[src/rtl/bcd_updown_counter.sv]
// Multi-digit BCD up/down counter stepped by an internal prescaler.
// It has a synchronous load, a one-cycle step tick and a wrap carry, all driven from flops.
module bcd_updown_counter #(
  parameter int DIGITS   = 4,
  parameter int TICK_DIV = 100000000
) (
  input  logic                  i_clk,
  input  logic                  i_rst,
  input  logic                  i_en,
  input  logic                  i_up,
  input  logic                  i_load,
  input  logic [4*DIGITS-1:0]   i_load_val,
  output logic [4*DIGITS-1:0]   o_bcd,
  output logic                  o_tick,
  output logic                  o_carry
);

  localparam int PW = (TICK_DIV > 1) ? $clog2(TICK_DIV) : 1;
  localparam logic [PW-1:0] PRE_MAX = PW'(TICK_DIV - 1);

  logic [PW-1:0]         r_pre;
  logic [4*DIGITS-1:0]   r_bcd;
  logic                  r_tick;
  logic                  r_carry;

  logic [4*DIGITS-1:0]   w_step_val;
  logic [4*DIGITS-1:0]   w_load_clean;
  logic                  w_chain;

  // Non-decimal nibbles are loaded as zero so the count never leaves BCD.
  function automatic logic [3:0] nib_clean(input logic [3:0] nib);
    logic [3:0] res;
    if (nib > 4'd9) begin
      res = 4'd0;
    end else begin
      res = nib;
    end
    return res;
  endfunction

  // Next-step value: ripple increment/borrow from digit 0; w_chain left high means every digit wrapped.
  always_comb begin
    w_step_val   = r_bcd;
    w_load_clean = '0;
    w_chain      = 1'b1;
    for (int d = 0; d < DIGITS; d++) begin
      w_load_clean[4*d +: 4] = nib_clean(i_load_val[4*d +: 4]);
      if (w_chain) begin
        if (i_up) begin
          if (r_bcd[4*d +: 4] >= 4'd9) begin
            w_step_val[4*d +: 4] = 4'd0;
          end else begin
            w_step_val[4*d +: 4] = r_bcd[4*d +: 4] + 4'd1;
            w_chain = 1'b0;
          end
        end else begin
          if (r_bcd[4*d +: 4] == 4'd0) begin
            w_step_val[4*d +: 4] = 4'd9;
          end else if (r_bcd[4*d +: 4] > 4'd9) begin
            w_step_val[4*d +: 4] = 4'd9;
            w_chain = 1'b0;
          end else begin
            w_step_val[4*d +: 4] = r_bcd[4*d +: 4] - 4'd1;
            w_chain = 1'b0;
          end
        end
      end else begin
        w_step_val[4*d +: 4] = r_bcd[4*d +: 4];
      end
    end
  end

  // Prescaler, count and pulse registers; the priority is reset, then load, then enabled counting.
  always_ff @(posedge i_clk or posedge i_rst) begin
    if (i_rst) begin
      r_pre   <= '0;
      r_bcd   <= '0;
      r_tick  <= 1'b0;
      r_carry <= 1'b0;
    end else if (i_load) begin
      r_pre   <= '0;
      r_bcd   <= w_load_clean;
      r_tick  <= 1'b0;
      r_carry <= 1'b0;
    end else if (i_en) begin
      if (r_pre == PRE_MAX) begin
        r_pre   <= '0;
        r_bcd   <= w_step_val;
        r_tick  <= 1'b1;
        r_carry <= w_chain;
      end else begin
        r_pre   <= r_pre + PW'(1);
        r_tick  <= 1'b0;
        r_carry <= 1'b0;
      end
    end else begin
      r_tick  <= 1'b0;
      r_carry <= 1'b0;
    end
  end

  assign o_bcd   = r_bcd;
  assign o_tick  = r_tick;
  assign o_carry = r_carry;

endmodule

[config.mk]
export PLATFORM = sky130hd
export DESIGN_NAME = bcd_updown_counter
export DESIGN_NICKNAME = d
export VERILOG_FILES = /design/src/rtl/bcd_updown_counter.sv
export SDC_FILE = /design/constraint.sdc
export NUM_CORES = 1
export LEC_CHECK = 0
export BUFFER_PORTS_ARGS = -buffer_cell sky130_fd_sc_hd__buf_2
export CAP_MARGIN = 20
export CELL_PAD_IN_SITES_DETAIL_PLACEMENT = 0
export CELL_PAD_IN_SITES_GLOBAL_PLACEMENT = 1
export CORE_MARGIN = 5
export CORE_UTILIZATION = 44
export DETAILED_ROUTE_END_ITERATION = 10
export GPL_TIMING_DRIVEN = 0
export PLACE_DENSITY = 0.9
export SLEW_MARGIN = 20
export SYNTH_ARGS = -nofsm -noshare
export SYNTH_HDL_FRONTEND = slang
export SYNTH_SLANG_ARGS = --single-unit
export TNS_END_PERCENT = 20
[constraint.sdc]
create_clock -name i_clk -period 3.3 [get_ports i_clk]
set_clock_uncertainty 0.15 [all_clocks]
set_input_delay 0.66 -clock i_clk [delete_from_list [all_inputs] [get_ports i_clk]]
set_output_delay 0.66 -clock i_clk [all_outputs]
set_load 0.1 [all_outputs]
==> flow_metrics.py <==
metrics = {
    "setup_path": {
        "start_kind": "flip-flop",
        "critPathBufInv": 1,
        "max_stage_delay_ns": 0.48,
        "worstPathMaxFanout": 6,
        "endpoint_kind": "flip-flop",
        "critical_path.top_delay_family": "simple AND/OR/NAND/NOR gates",
        "timing.critical_path.slowest_stage_cell": "or3b_2",
        "timing.setup.critical_path_class": "flip-flop to flip-flop",
        "worst_ep_required_time_ns": 3.35,
        "critical_path_depth": 7,
        "cp_data_arrival_time_ns": 2.61,
        "crit_path_cell_trace": "inv_1, ha_1, or3b_2, nor2b_1, o21ai_2, o31a_4, mux2_4",
        "reg2reg_depth": 7,
    },
    "logic_synthesis": {
        "synth_area_per_cell_um2": 8.35,
        "seq_area_frac_synth_pct": 31.1,
        "yosys_warnings": 0,
        "count_of_flip_flops_with_a_built_in_enable_after_synthesis": 0,
        "yosys_register_bits": 45,
        "synth_cell_type_count": 75,
        "synth_nets": 470,
        "most_frequently_used_flop_master_after_synthesis": "dfrtp_1",
        "async_reset_ff_share_pct": 100,
        "synth_area_mm2": 0.00362,
        "post_synth_inst_count": 434,
    },
    "clock_network": {
        "worstSkewPairLatency_ns": 0.30,
        "ctsResizeCount": 0,
        "cts.sink_count": 45,
        "htreeDepth": 2,
        "cts_setup_buffers": 0,
        "tritoncts.num_buffers": 5,
        "clock_path_buffers": 2,
        "tritoncts": "built",
        "clock_tree.root_cell": "clkbuf_8",
        "clk_pin_slew_worst_paths_ns": 0.09,
        "hold_buf_cts": 0,
    },
    "floorplan": {
        "core.rowCount": 33,
        "design.die.area_mm2": 0.0102,
        "i_o_pin_count": 39,
        "dieHeight_um": 101,
        "die-width_um": 101,
        "fp.coreArea_mm2": 0.00813,
        "initial_util_pct": 44.6,
    },
    "global_routing": {
        "number_of_global_route_vias_before_repair": 3478,
        "globalRouteOverflowTotal": 0,
        "antenna_found_initial": 0,
        "groute.usage.overall_pct": 20.4,
        "first_pass_grt_wire_length_mm": 17.0,
        "pin_count_of_the_biggest_net_entering_global_routing": 29,
    },
    "run": {
        "max-cap-violations": 0,
    },
    "place": {
        "postPlaceCellArea_mm2": 0.00396,
        "globalplace.congestion": 0.885,
        "input_output_buffers": 37,
        "hpwl_mm": 7.54,
        "place.detailed.instances": 577,
    },
    "layout": {
        "n_antenna_cell": 0,
        "final_core_area_utilization_pct": 50.1,
        "multi_input_comb_area_mm2": 0.00230,
        "net_count_of_the_finished_layout": 515,
        "area_growth_pct": 12.4,
        "post_route_cells_drive_above_1_share_pct": 15.4,
        "postLayoutCellArea_mm2": 0.00407,
        "footprint_of_the_flip_flops_and_latches_mm2": 0.00113,
        "final-instance-count-excl-fill": 585,
        "final.fill_count": 780,
    },
    "power": {
        "static-leakage-power_uw": 0.00169,
        "max-vdd-ir-drop_uv": 196,
        "power_density_cells_mw_per_mm2": 404,
    },
    "timing": {
        "worst_slew_margin_rel_pct": 57.8,
        "report.final.setup_viol": 0,
        "timing.final.hold_violations": 0,
        "fmax_ghz": 0.390,
        "unrepaired_setup_endpoints_after_global_routing": "no",
        "fin_crit_sh_pct": 77.8,
        "tightest_slew_ns": 0.634,
        "final_period_minus_worst_setup_slack_ns": 2.57,
        "report.final.slew_viol_count": 0,
        "totalNegativeSetupSlack_ns": 0,
    },
    "outcome": {
        "status": "complete, no violations",
    },
    "detailed_routing": {
        "drt_iter0_drc": 305,
        "via_per_inst": 6.21,
        "totalWireLength_mm": 10.2,
        "detail_route.drc_violations": 0,
        "num_vias": 3630,
        "wl_per_cell_um": 17.4,
        "drt.antenna.violating_nets": 0,
        "drt_first_pass_iters": 5,
    },
    "hold_path": {
        "worstHoldPathType": "primary input to asynchronous set/reset pin",
    },
}
## cell families after synthesis
logic type	Yosys count	synth area share, %
simple gates	182	29.1
compound gates	123	22.8
mux	15	4.49
xor+xnor	8	1.93
fa+ha+maj	15	5.18
buf+inv	46	5.49
flops	45	31.1
## flip-flops by register name, summed over array words and instances (netlist names)
register	flops
r_pre	27
o_bcd	16
o_carry	1
o_tick	1
## placed cells by master (no fill, tap or decap), types with 15 or more instances in the layout
master    count
dfrtp_1      45
nand3_1      15
buf_2        40
ha_1         15
a21oi_1      26
nor2_1       31
clkbuf_1     19
o21ai_0      36
inv_1        16
nand2_1      34
nor3_1       16
## synth_stat cells (all sizes together), types with 3 or more instances
library cell / instances / area (um2)
o21bai: 3 / 22.5
a21oi: 26 / 130
nand2: 34 / 128
xnor2: 5 / 43.8
nor3b: 6 / 50.1
buf: 10 / 63.8
xor2: 3 / 26.3
mux2i: 11 / 110
or3: 6 / 37.5
o21ai: 38 / 194
nor4: 5 / 37.5
or3b: 3 / 26.3
nor2b: 10 / 62.6
and2: 3 / 18.8
and4: 5 / 46.3
o31ai: 3 / 27.5
nand4b: 3 / 26.3
mux2: 4 / 52.6
clkbuf: 18 / 67.6
a31oi: 8 / 56.3
dfrtp: 45 / 1130
a21o: 3 / 22.5
inv: 17 / 63.8
and3: 10 / 62.6
or4: 3 / 22.5
nor4b: 4 / 50.1
nor2: 31 / 116
nand3b: 4 / 30.0
nand2b: 8 / 50.1
nand4: 13 / 103
o221ai: 3 / 26.3
nand3: 15 / 75.1
ha: 15 / 188
o211ai: 4 / 30.0
o21a: 3 / 22.5
nor3: 16 / 80.1
a32o: 5 / 50.1
## layout make-up
type / instances / share of cell area [%]
Sequential cell: 45 / 27.6
Inverter: 18 / 1.66
Timing Repair Buffer: 38 / 5.04
Clock buffer: 6 / 1.78
Multi-Input combinational cell: 343 / 56.5
Tap cell: 105 / 3.23
Buffer: 28 / 3.23
Clock inverter: 2 / 0.952
## metal layers
metal,up-vias,part of all wire (%),GRT usage [%]
met5,-,0,0
met4,0,1.9,6.63
met3,17,5.7,2.70
met2,118,48,33.8
met1,1781,45,27.6
li1,1714,-,-
## path summary, 6_finish.rpt
path,slack (ns),end,startpoint
max,0.73,o_bcd[14],o_bcd[5]
min,0.18,r_pre[18],i_rst
max reg2reg,0.73,o_bcd[14],o_bcd[5]
min reg2reg,0.41,r_pre[6],r_pre[6]
max in group asynchronous,2.32,r_pre[26],i_rst
min in group i_clk,0.41,r_pre[6],r_pre[6]
## power by group
part / internal [uW] / switching [uW]
sequential: 577 / 38.5
clock: 228 / 197
combinational: 177 / 427
total: 982 / 662
## worst register-to-register path: stages (launching register included)
cell     delay, ns
dfrtp_1       0.44
inv_1         0.14
ha_1          0.25
or3b_2        0.48
nor2b_1       0.18
o21ai_2       0.28
o31a_4        0.23
mux2_4        0.30
## stage by stage
step,power [uW],hold WS [ns],setup slack (ns)
global route,1740,0.207,0.592
CTS,1660,0.187,0.733
global placement,1210,0.378,0.595
floorplan,1090,0.336,0.277
finish,1640,0.184,0.734
detailed placement,1230,0.380,0.576
Power figures use the tool's default switching activity.
